==> config.mk <==
export PLATFORM = sky130hd
export DESIGN_NAME = conv_inst_sched
export DESIGN_NICKNAME = d
export VERILOG_FILES = /design/src/rtl/conv_inst_sched.sv
export SDC_FILE = /design/constraint.sdc
export NUM_CORES = 1
export LEC_CHECK = 0
export CAP_MARGIN = 20
export CORE_UTILIZATION = 62
export CTS_CLUSTER_SIZE = 14
export DETAILED_ROUTE_END_ITERATION = 12
export PLACE_DENSITY = 0.92
export SKIP_CTS_REPAIR_TIMING = 1
export SLEW_MARGIN = 20
export SYNTH_ARGS = -nofsm -noshare
export SYNTH_HDL_FRONTEND = slang
export SYNTH_SLANG_ARGS = --single-unit
==> constraint.sdc <==
create_clock -name Clk -period 7.69 [get_ports Clk]
set_input_delay 0.769 -clock Clk [delete_from_list [all_inputs] [get_ports Clk]]
set_output_delay 0.769 -clock Clk [all_outputs]
set_load 0.01 [all_outputs]
==> src/rtl/conv_inst_sched.sv <==
// Convolution instruction scheduler: buffers layer-level instructions in a small FIFO
// and expands each one into per-channel-group sub-ops for the convolution controller.
module conv_inst_sched #(
  parameter int AddrWidth  = 32,
  parameter int PictWidth  = 9,
  parameter int GroupWidth = 8,
  parameter int KernelSize = 9,
  parameter int InputDim   = 4,
  parameter int FifoDepth  = 4,
  parameter int FifoAw     = 2
) (
  input  logic                  Clk,
  input  logic                  Rst,
  input  logic                  inst_valid_in,
  output logic                  inst_ready_out,
  input  logic [AddrWidth-1:0]  inst_wbase_in,
  input  logic [AddrWidth-1:0]  inst_dbase_in,
  input  logic [AddrWidth-1:0]  inst_dstride_in,
  input  logic [PictWidth-1:0]  inst_pict_in,
  input  logic [GroupWidth-1:0] inst_groups_in,
  input  logic                  conv_done_in,
  output logic [AddrWidth-1:0]  weight_addr0_out,
  output logic [AddrWidth-1:0]  weight_addr1_out,
  output logic [AddrWidth-1:0]  weight_addr2_out,
  output logic [AddrWidth-1:0]  weight_addr3_out,
  output logic [AddrWidth-1:0]  data_addr0_out,
  output logic [AddrWidth-1:0]  data_addr1_out,
  output logic [AddrWidth-1:0]  data_addr2_out,
  output logic [AddrWidth-1:0]  data_addr3_out,
  output logic [PictWidth-1:0]  pict_size_out,
  output logic                  conv_first_out,
  output logic                  inst_tag_out,
  output logic                  busy_out,
  output logic                  inst_done_out,
  output logic [FifoAw:0]       fifo_level_out
);

  localparam int                   LaneShift = $clog2(InputDim);
  localparam logic [AddrWidth-1:0] WStep     = AddrWidth'(InputDim * KernelSize);
  localparam logic [FifoAw:0]      LevelFull = (FifoAw+1)'(FifoDepth);
  localparam logic [FifoAw-1:0]    PtrOne    = FifoAw'(1);
  localparam logic [FifoAw:0]      LevelOne  = (FifoAw+1)'(1);

  typedef enum logic [1:0] {IDLE, LOAD, ISSUE, WAIT} state_e;

  typedef struct packed {
    logic [AddrWidth-1:0]  wbase;
    logic [AddrWidth-1:0]  dbase;
    logic [AddrWidth-1:0]  dstride;
    logic [PictWidth-1:0]  pict;
    logic [GroupWidth-1:0] groups;
  } inst_t;

  inst_t                 fifo_mem [FifoDepth];
  inst_t                 head;
  logic                  push, pop;

  state_e                state_q, state_d;
  logic [FifoAw-1:0]     wr_ptr_q, wr_ptr_d, rd_ptr_q, rd_ptr_d;
  logic [FifoAw:0]       level_q, level_d;
  logic [AddrWidth-1:0]  w_ptr_q, w_ptr_d, d_ptr_q, d_ptr_d, dstride_q, dstride_d;
  logic [PictWidth-1:0]  pict_q, pict_d;
  logic [GroupWidth-1:0] groups_left_q, groups_left_d;
  logic                  first_q, first_d;
  logic [AddrWidth-1:0]  wa_q [4];
  logic [AddrWidth-1:0]  wa_d [4];
  logic [AddrWidth-1:0]  da_q [4];
  logic [AddrWidth-1:0]  da_d [4];
  logic [PictWidth-1:0]  pict_out_q, pict_out_d;
  logic                  conv_first_q, conv_first_d;
  logic                  tag_q, tag_d;
  logic                  done_q, done_d;

  assign inst_ready_out = (level_q != LevelFull);
  assign push           = inst_valid_in && inst_ready_out;
  assign head           = fifo_mem[rd_ptr_q];

  // NOTE: storage array carries no reset; the pointers and level alone define validity,
  // which keeps it a plain register file with no reset fan-out.
  always_ff @(posedge Clk) begin
    if (push) begin
      fifo_mem[wr_ptr_q] <= '{wbase:   inst_wbase_in,
                              dbase:   inst_dbase_in,
                              dstride: inst_dstride_in,
                              pict:    inst_pict_in,
                              groups:  inst_groups_in};
    end
  end

  // NOTE: every signal gets its hold value first so no path leaves one unassigned (no latches).
  always_comb begin
    state_d       = state_q;
    w_ptr_d       = w_ptr_q;
    d_ptr_d       = d_ptr_q;
    dstride_d     = dstride_q;
    pict_d        = pict_q;
    groups_left_d = groups_left_q;
    first_d       = first_q;
    wa_d          = wa_q;
    da_d          = da_q;
    pict_out_d    = pict_out_q;
    conv_first_d  = conv_first_q;
    tag_d         = tag_q;
    done_d        = 1'b0;
    pop           = 1'b0;

    case (state_q)
      IDLE: begin
        if (level_q != '0) begin
          pop           = 1'b1;
          w_ptr_d       = head.wbase;
          d_ptr_d       = head.dbase;
          dstride_d     = head.dstride;
          pict_d        = head.pict;
          groups_left_d = (head.groups == '0) ? GroupWidth'(1) : head.groups;
          first_d       = 1'b1;
          state_d       = LOAD;
        end
      end
      LOAD: begin
        for (int k = 0; k < 4; k++) begin
          wa_d[k] = w_ptr_q + AddrWidth'(k * KernelSize);
        end
        // Lane data offsets 0, s, 2s, 3s built from shifts and adds only.
        da_d[0]      = d_ptr_q;
        da_d[1]      = d_ptr_q + dstride_q;
        da_d[2]      = d_ptr_q + (dstride_q << 1);
        da_d[3]      = d_ptr_q + (dstride_q << 1) + dstride_q;
        pict_out_d   = pict_q;
        conv_first_d = first_q;
        state_d      = ISSUE;
      end
      ISSUE: begin
        tag_d   = ~tag_q;
        state_d = WAIT;
      end
      WAIT: begin
        if (conv_done_in) begin
          groups_left_d = groups_left_q - GroupWidth'(1);
          w_ptr_d       = w_ptr_q + WStep;
          d_ptr_d       = d_ptr_q + (dstride_q << LaneShift);
          first_d       = 1'b0;
          if (groups_left_q == GroupWidth'(1)) begin
            done_d  = 1'b1;
            state_d = IDLE;
          end else begin
            state_d = LOAD;
          end
        end
      end
      default: state_d = IDLE;
    endcase

    wr_ptr_d = push ? wr_ptr_q + PtrOne : wr_ptr_q;
    rd_ptr_d = pop  ? rd_ptr_q + PtrOne : rd_ptr_q;
    case ({push, pop})
      2'b10:   level_d = level_q + LevelOne;
      2'b01:   level_d = level_q - LevelOne;
      default: level_d = level_q;
    endcase
  end

  // NOTE: state registers use non-blocking assignment so all flops update from pre-edge values.
  always_ff @(posedge Clk or negedge Rst) begin
    if (!Rst) begin
      state_q       <= IDLE;
      wr_ptr_q      <= '0;
      rd_ptr_q      <= '0;
      level_q       <= '0;
      w_ptr_q       <= '0;
      d_ptr_q       <= '0;
      dstride_q     <= '0;
      pict_q        <= '0;
      groups_left_q <= '0;
      first_q       <= 1'b0;
      for (int k = 0; k < 4; k++) begin
        wa_q[k] <= '0;
        da_q[k] <= '0;
      end
      pict_out_q    <= '0;
      conv_first_q  <= 1'b0;
      tag_q         <= 1'b0;
      done_q        <= 1'b0;
    end else begin
      state_q       <= state_d;
      wr_ptr_q      <= wr_ptr_d;
      rd_ptr_q      <= rd_ptr_d;
      level_q       <= level_d;
      w_ptr_q       <= w_ptr_d;
      d_ptr_q       <= d_ptr_d;
      dstride_q     <= dstride_d;
      pict_q        <= pict_d;
      groups_left_q <= groups_left_d;
      first_q       <= first_d;
      wa_q          <= wa_d;
      da_q          <= da_d;
      pict_out_q    <= pict_out_d;
      conv_first_q  <= conv_first_d;
      tag_q         <= tag_d;
      done_q        <= done_d;
    end
  end

  assign weight_addr0_out = wa_q[0];
  assign weight_addr1_out = wa_q[1];
  assign weight_addr2_out = wa_q[2];
  assign weight_addr3_out = wa_q[3];
  assign data_addr0_out   = da_q[0];
  assign data_addr1_out   = da_q[1];
  assign data_addr2_out   = da_q[2];
  assign data_addr3_out   = da_q[3];
  assign pict_size_out    = pict_out_q;
  assign conv_first_out   = conv_first_q;
  assign inst_tag_out     = tag_q;
  assign busy_out         = (state_q != IDLE);
  assign inst_done_out    = done_q;
  assign fifo_level_out   = level_q;

endmodule

* After elaboration in Yosys (flattened, before gate mapping)
Memory sizes are Yosys's and may differ from the RTL's.
Cells that the tools add are included.
** Storage, ports and cells
- Bits in registers :: 391
- Bits in writable memories :: 452
- Bits of input ports :: 117
- Output and inout bits :: 273
- Logic and storage cells :: 81
- Memories kept :: 1
** Memories
- fifo_mem :: words 4, bits a word 113, rd ports 1, clocked after memory_dff 0, wr ports 1, RTL line 54 : inst_t fifo_mem [FifoDepth];
** Operators by class
- $add $sub $neg :: 13
- Eq/ne operators :: 9
- Multiplexer cells :: 25
- Bitwise gates (word level) :: 1
- Reduce and logical (&&, ||, !) cells :: 10
** Operators with widths (count)
- adder 32 bit :: 4
- 2-to-1 mux 32 bit :: 4
- one-hot mux 32 bit (2 select lines) :: 2
- adder 32 x 5 -> 32 bit, second input constant :: 2
- adder 32 x 4 -> 32 bit, second input constant :: 1
- adder 32 x 6 -> 32 bit, second input constant :: 1
- 2-to-1 mux 8 bit :: 3
- one-hot mux 8 bit (2 select lines) :: 1
- 2-to-1 mux 1 bit :: 10
- == test 8 x 1 -> 1 bit, second input constant :: 1
- zero test 8 bit :: 1
- one-hot mux 2 bit (4 select lines) :: 1
- subtractor 8 x 1 -> 8 bit, second input constant :: 1
- == test 2 bit, second input constant :: 3
- one-hot mux 3 bit (2 select lines) :: 1
- nonzero test 2 bit :: 3
- adder 2 x 1 -> 2 bit, second input constant :: 2
- == test 2 x 1 -> 1 bit, second input constant :: 2
- 2-to-1 mux 2 bit :: 2
- inequality test 2 bit, second input constant :: 2
- AND reduction 2 bit :: 2
- adder 3 x 1 -> 3 bit, second input constant :: 1
- inequality test 3 bit, second input constant :: 1
- AND reduction 3 bit :: 1
- 6 further kinds :: 6

* Longest topological paths before layout
Gate-level depths: netlist (run 1).
- Depth in word-level cells :: 5
- Depth in mapped cells :: 23
- Depth with buffers taken out :: 23

* Least setup slack after synthesis (run 1)
Ideal clock, no wire load.
- Kind :: register to register
- From :: register dstride_q[1]
- To :: register da_q, in the netlist data_addr3_out[28]
- Library setup time :: 120 ps
- Arrival :: 4105 ps
- Required time :: 7570 ps
- Path slack :: 3465 ps
- Cell stages (with the launch flop) :: 20
- Path buffers :: 0
- Clock period less this slack :: 4225 ps
- Cells stage by stage :: dfrtp_1 ha_1 a21o_1 a21oi_1 o21bai_1 a21o_1 a21oi_1 o21ba_2 xnor2_1 ha_1 and3_1 a221oi_2 o31ai_1 o221a_1 o2111a_1 o21ai_2 a31oi_1 o21a_1 or3_1 a31o_1
** On the way
- Word-level cells in the longest chain between the ends :: 2
** RTL lines
- start: declaration :: RTL line 61 : logic [AddrWidth-1:0] w_ptr_q, w_ptr_d, d_ptr_q, d_ptr_d, dstride_q, dstride_d;
- start signal: assignment :: RTL line 191 : dstride_q <= dstride_d;
- adder 32 bit :: RTL line 128 : da_d[3] = d_ptr_q + (dstride_q << 1) + dstride_q;
- adder 32 bit * :: RTL line 128
- end signal: indexed assignment :: RTL line 178 : da_q[k] <= '0;
- end signal: assignment :: RTL line 196 : da_q <= da_d;
- end: declaration :: RTL line 67 : logic [AddrWidth-1:0] da_q [4];
Mark *: on every way between the ends. The rest lies on a longest branch, timed or not.
A chain may end at the register's enable or synchronous reset.

* Final worst setup path (run 1)
- From :: register dstride_q[1]
- To :: register da_q, in the netlist data_addr3_out[25]
Same word-level chain as after synthesis.

==> results of run 1 <==
[final cells by class]
class / instances / area [um2] / share of cell area, %
antenna: 10 / 25.02 / 0.05368
clock buffer: 118 / 2381 / 5.108
clock inverter: 39 / 465.4 / 0.9985
inverter: 62 / 232.7 / 0.4992
multi-input combinational: 1890 / 15130 / 32.45
sequential: 839 / 23260 / 49.91
tap: 837 / 1047 / 2.247
timing repair buffer: 409 / 4074 / 8.739
[worst max-delay path, cell delays in order (launching register included)]
cell and delay, ns:
sky130_fd_sc_hd__dfrtp_1 0.47, sky130_fd_sc_hd__ha_1 0.32, sky130_fd_sc_hd__a21o_1 0.16, sky130_fd_sc_hd__a21oi_1 0.23, sky130_fd_sc_hd__o21bai_1 0.10, sky130_fd_sc_hd__a21o_1 0.20, sky130_fd_sc_hd__a21oi_1 0.32, sky130_fd_sc_hd__o21ba_2 0.20
sky130_fd_sc_hd__o21bai_1 0.07, sky130_fd_sc_hd__a21oi_1 0.17, sky130_fd_sc_hd__xnor2_1 0.17, sky130_fd_sc_hd__ha_1 0.32, sky130_fd_sc_hd__a21oi_1 0.22, sky130_fd_sc_hd__o21a_1 0.19, sky130_fd_sc_hd__o21ai_0 0.24, sky130_fd_sc_hd__and3_1 0.32
sky130_fd_sc_hd__a21oi_1 0.23, sky130_fd_sc_hd__o21bai_1 0.11, sky130_fd_sc_hd__a21oi_1 0.26, sky130_fd_sc_hd__o21bai_1 0.13, sky130_fd_sc_hd__a2111o_1 0.42, sky130_fd_sc_hd__o311ai_1 0.09
[flip-flops by register name, indices dropped and copies added, names as in the netlist, 8 cells and up]
register,cells
data_addr0_out,32
w_ptr_q,32
groups_left_q,8
data_addr3_out,31
pict_q,9
weight_addr3_out,31
weight_addr2_out,31
dstride_q,32
weight_addr0_out,32
data_addr1_out,32
fifo_mem,452
pict_size_out,9
data_addr2_out,31
weight_addr1_out,32
d_ptr_q,32
[path summary, 6_finish.rpt]
| path | from | endpoint | slack, ns |
|---|---|---|---|
| max in group asynchronous | Rst | data_addr3_out[25]$_DFFE_PN0N_ | 5.90 |
| min in group Clk | inst_tag_out$_DFFE_PN0N_ | inst_tag_out$_DFFE_PN0N_ | 0.48 |
| worst min-delay path | Rst | w_ptr_q[22]$_DFFE_PN0P_ | 0.16 |
| worst max register to register | dstride_q[1]$_DFFE_PN0P_ | data_addr3_out[25]$_DFFE_PN0N_ | 2.61 |
| worst max-delay path | dstride_q[1]$_DFFE_PN0P_ | data_addr3_out[25]$_DFFE_PN0N_ | 2.61 |
| worst min register to register | inst_tag_out$_DFFE_PN0N_ | inst_tag_out$_DFFE_PN0N_ | 0.48 |
[cell families (layout without fill, tap and decap cells)]
kind of cell	after synthesis	in the layout
other	0	10
adders and majority gates	143	143
AOI/OAI and AO/OA	620	620
buffers and inverters	211	628
muxes	329	329
DFF	839	839
and+or+nand+nor	606	606
xor gates and xnor gates	192	192
[routing by layer]
| layer | wire length, um | vias to the layer above | GRT usage (%) |
|---|---|---|---|
| met3 | 10090 | 317 | 8.162 |
| met5 | 164 | - | 0 |
| met4 | 4291 | 24 | 13.45 |
| li1 | - | 11710 | - |
| met1 | 42760 | 13570 | 46.42 |
| met2 | 53010 | 1473 | 55.62 |
[layout by cell type, fill, tap and decap left out, drive strengths merged, types with 15 or more instances in the layout]
cell type,synthesis,final
xor2,73,73
nand3,67,67
inv,61,64
ha,138,138
clkinv,1,27
edfxtp,452,452
clkdlybuf4s50,0,388
mux4,113,113
nor2b,15,15
nand4,20,20
mux2i,19,19
dfrtp,387,387
and3,33,33
o22ai,26,26
mux2,197,197
nand2,166,166
o21bai,24,24
buf,37,21
o21ai,130,130
a31oi,24,24
a21o,66,66
nor2,185,185
xnor2,118,118
a21oi,247,247
clkbuf,112,118
nor3,44,44
[per-stage QoR]
stage,hold WS [ns],util (%)
6_report,0.1645,75.12
5_1_grt,0.2204,75.11
4_1_cts,0.2213,75.06
3_5_place_dp,0.4653,70.48
3_3_place_gp,0.4624,70.46
2_1_floorplan,0.4414,-
==> reports/qor.yml, run 1 <==
master_cell_of_the_clock_root_buffer: "sky130_fd_sc_hd__clkbuf_16"
reg2reg_depth: 21
nFillCells: 3665
die_span_in_y_um: 253.2
grt_antenna_before_repair: 19
syn-cell-area_um2: 39120
synth_top_area_cell: "sky130_fd_sc_hd__edfxtp_1"
yosys.area_share.adder_pct: 4.670
postSynthNetCount: 3200
final_cells: 4204
synthFlopType: "sky130_fd_sc_hd__edfxtp_1"
via_count_of_the_routed_design: 27100
post_layout_inst_area_um2: 46620
clock_path_buffers: 3
synth_warnings: 0
slew_headroom_pct: 23.51
postRouteAntennaNets: 0
design.die.area_um2: 64110
rsz0062_at_grt: "no"
post_dr_wirelength_cell_um: 26.24
synth_area_leaders: "sky130_fd_sc_hd__edfxtp_1 (35%), sky130_fd_sc_hd__dfrtp_1 (25%), sky130_fd_sc_hd__mux4_2 (6.5%)"
run_status: "complete, no violations"
placeableCoreArea_um2: 62050
worst-slew-pin-transition_ns: 1.147
preCtsSetupSlack_ns: 2.774
finClkSkew_ns: 0.04329
cts.sink_count: 839
critical_path_class: "reg2reg"
floorplan.initialDensity_pct: 63.04
maximum_number_of_pins_on_one_net_before_global_route_repair: 232
detailedRoute.firstIterationViolations: 3067
worstSkewPairLatency_ns: 0.66
finalWorstSetupSlack_ns: 2.610
post_synth_xor_area_fraction_pct: 4.337
h-tree-depth: 3
layout-drive-gt1-share_pct: 14.36
inserted_clock_buffers: 84
syn2layout_area_growth_pct: 19.16
routed_wirelength_um: 110300
cts_tree: "built"
placedCellCount: 4037
drt_pass1_iterations: 6
synth.top_cells.by_count: "sky130_fd_sc_hd__edfxtp_1 (452), sky130_fd_sc_hd__dfrtp_1 (387), sky130_fd_sc_hd__a21oi_1 (245), sky130_fd_sc_hd__mux2_2 (194), sky130_fd_sc_hd__nor2_1 (185)"
synth_edf_count: 452
async_reset_ff_share_pct: 46.13
finish.net_count: 3546
synth_compound_area_share_pct: 9.627
portBuffers: 389
synth_seq_cells: 839
grt_overflow_total: 0
synthSimpleGateAreaFrac_pct: 7.174
dieWidth_um: 253.2
hp-class: "in2async"
avgViaCountPerCell: 6.445
report.final.hold_viol_count: 0
critPathCaptureType: "flip-flop"
setup.worst_path.start_class: "flip-flop"
yosysSeqAreaShare_pct: 59.45
first_global_vias: 27090
placement.cell_area_um2: 43730
synth.avg_cell_area_um2: 13.31
worstPathMaxFanout: 7
floorplan.io_pins: 390
synth_mux_area_share_pct: 12.66
timing.final.max_slew_violations: 0
global_route_wire_length_before_repair_um: 166100
clk_pin_slew_ns: 0.07
worstPathRequired_ns: 8.21
synth_most_common_cell: "sky130_fd_sc_hd__edfxtp_1"
floorplan.rows: 91
period_minus_slack_ns: 5.080
max_freq_ghz: 0.1969
final-setup-viol-count: 0
dominant_combinational_cell_family_by_area_after_synthesis: "multiplexers"
max-cap-violations: 0
place.detailed.hpwl_um: 74100
place.gp.congestion: 0.9349
worstPathArrival_ns: 5.60
global_route.usage.total_pct: 34.77
post-route-period-util_pct: 66.06
synth.distinct_cells: 84
totalNegativeSetupSlack_ns: 0
syn_inst: 2940
synth_top_area_share_pct: 34.70
drt_drc_violations_left: 0
Power of run 1 is left out: the tool's default activity adds up to more than one toggle a clock period on the data nets, which glitch-free logic cannot reach.
==> run 2, diff against run 1 <==
--- a/config.mk
+++ b/config.mk
@@ -6,10 +6,10 @@
 export NUM_CORES = 1
 export LEC_CHECK = 0
 export CAP_MARGIN = 20
-export CORE_UTILIZATION = 62
+export CORE_UTILIZATION = 52
 export CTS_CLUSTER_SIZE = 14
 export DETAILED_ROUTE_END_ITERATION = 12
-export PLACE_DENSITY = 0.92
+export PLACE_DENSITY = 0.83
 export SKIP_CTS_REPAIR_TIMING = 1
 export SLEW_MARGIN = 20
 export SYNTH_ARGS = -nofsm -noshare
==> constraint.sdc (replaced) <==
create_clock -name Clk -period 4.45 [get_ports Clk]
set_input_delay 0.445 -clock Clk [delete_from_list [all_inputs] [get_ports Clk]]
set_output_delay 0.445 -clock Clk [all_outputs]
set_load 0.01 [all_outputs]
==> run 2 against run 1 <==
Effect of this change: largest cell class unchanged; final area increased by 3.1%; die area rose by 19%; via count down 0.97%; register-to-register slack got worse by 2.7 ns; the flow now finishes with violations (negative setup slack); core utilization shrank 11 points.
==> reports/qor.yml, run 2 (same netlist as run 1, synthesis figures left out) <==
run_status: "finished, violations left"
violations: "negative setup slack"
global_route.usage.total_pct: 28.29
grt_antenna_before_repair: 23
worstPathRequired_ns: 4.97
finish.utilization_pct: 64.55
crit_buf_inv: 0
die_span_in_y_um: 276.3
h-tree-depth: 3
finClkSkew_ns: 0.03834
crit_path_cell_trace: "ha_1 -> a21o_1 -> a21oi_2 -> o21bai_1 -> a21o_1 -> a21oi_2 -> o21ba_4 -> xnor2_2 -> ha_1 -> and3_4 -> a221oi_4 -> o31ai_4 -> o221a_4 -> o2111a_1 -> o21ai_2 -> a31oi_2 -> o21a_1 -> or3_1 -> a31o_1"
finish.net_count: 3660
cpPeakStageDelay_ns: 0.38
regMostFlops: "fifo_mem"
master_cell_of_the_clock_root_buffer: "sky130_fd_sc_hd__clkbuf_16"
place.detailed.hpwl_um: 75420
post-route-period-util_pct: 100.9
timing.final.max_slew_violations: 0
crit_path_start: "d_ptr_q[2]$_DFFE_PN0P_"
floorplan.initialDensity_pct: 52.55
worstReg2RegStart: "d_ptr_q[2]$_DFFE_PN0P_"
cts.sink_count: 839
syn2layout_area_growth_pct: 22.84
critPathCaptureType: "flip-flop"
delay_heaviest_family_cp: "compound AO/OA/AOI/OAI gates"
reg2reg_depth: 19
max-cap-violations: 0
critical_path.slowest_cell: "sky130_fd_sc_hd__dfrtp_1"
timing.hold.ws_ns: 0.4127
clk_pin_slew_ns: 0.06
placement.cell_area_um2: 44770
rsz0062_at_grt: "yes"
final-setup-viol-count: 2
period_minus_slack_ns: 4.490
floorplan.rows: 100
postRouteAntennaNets: 0
largest_register_ff_count: 452
report.final.hold_viol_count: 0
worstSkewPairLatency_ns: 0.67
grt_overflow_total: 0
regToRegSetupSlack_ns: -0.04
clock_path_buffers: 3
setup.worst_path.start_class: "flip-flop"
preCtsSetupSlack_ns: -0.1616
critical_path_class: "reg2reg"
via_count_of_the_routed_design: 26830
hp-class: "in2reg"
detailedRoute.firstIterationViolations: 2486
inserted_clock_buffers: 88
worst-slew-pin-transition_ns: 1.137
design.die.area_um2: 76330
drt_pass1_iterations: 6
dieWidth_um: 276.3
first_global_vias: 26470
drt_drc_violations_left: 0
floorplan.io_pins: 390
post_dr_wirelength_cell_um: 24.36
placeableCoreArea_um2: 74450
slew_headroom_pct: 23.50
maximum_number_of_pins_on_one_net_before_global_route_repair: 121
mostFrequentLayoutCell: "sky130_fd_sc_hd__edfxtp_1"
portBuffers: 389
worst-path-stages: 19
place.gp.congestion: 0.9672
finalWorstSetupSlack_ns: -0.03978
routed_wirelength_um: 108600
worstPathArrival_ns: 5.01
endpoint: "data_addr3_out[28]$_DFFE_PN0N_"
cts_tree: "built"
global_route_wire_length_before_repair_um: 164200
avgViaCountPerCell: 6.020
commonest_cells_after_routing_fill_and_taps_aside: "sky130_fd_sc_hd__edfxtp_1 (452), sky130_fd_sc_hd__clkdlybuf4s50_1 (388), sky130_fd_sc_hd__dfrtp_1 (385)"
worst_r2r_dst: "data_addr3_out[28]$_DFFE_PN0N_"
post_layout_inst_area_um2: 48060
max_freq_ghz: 0.2227
layout-drive-gt1-share_pct: 18.24
worstPathMaxFanout: 2
[run 2: per-layer routing]
layer	GRT usage [%]	up-vias	share of wire [%]
li1	-	11940	-
met1	39.16	13430	41
met2	44.77	1201	47
met3	5.543	234	8.0
met4	10.14	22	3.1
met5	0	-	0.13
[run 2: final cells by class]
class,count,area [um2]
clock buffer,122,2494
sequential,839,23260
timing repair buffer,519,4994
antenna,12,30.03
multi-input combinational,1890,15330
inverter,62,232.7
tap,969,1212
clock inverter,44,499.2
fill,5315,26390
[run 2: worst min-delay path by stage]
stage / startpoint / cells past startpoint / slack (ns) / end
final: inst_dstride_in[7] / 1 / 0.41 / fifo_mem[0][24]$_DFFE_PP_
after CTS: Rst / 1 / -0.14 / d_ptr_q[0]$_DFFE_PN0P_
after detailed placement: inst_tag_out$_DFFE_PN0N_ / 1 / 0.47 / inst_tag_out$_DFFE_PN0N_
after global placement: inst_tag_out$_DFFE_PN0N_ / 1 / 0.46 / inst_tag_out$_DFFE_PN0N_
after global routing: inst_dstride_in[2] / 1 / 0.41 / fifo_mem[2][19]$_DFFE_PP_
after floorplan: Rst / 0 / 0.15 / conv_first_out$_DFFE_PN0N_
[run 2: worst reg2reg max path: cells and delay by family (launching register included)]
| family | cells | cell delay, ns |
|---|---|---|
| AND/OR/NAND/NOR | 2 | 0.50 |
| adder cells (fa/ha/maj) | 2 | 0.61 |
| flip-flops | 1 | 0.38 |
| XOR/XNOR | 1 | 0.07 |
| AO/OA/AOI/OAI | 14 | 2.81 |
[run 2: per-stage QoR]
| step | TNS, ns | instances |
|---|---|---|
| 6_report | -0.07253 | 4457 |
| 5_1_grt | -1.197 | 4452 |
| 4_1_cts | -0.8792 | 4440 |
| 3_5_place_dp | -0.4536 | 4274 |
| 3_3_place_gp | -0.02906 | 4274 |
| 2_1_floorplan | 0 | 2940 |
Power of run 2 is left out for the same reason.
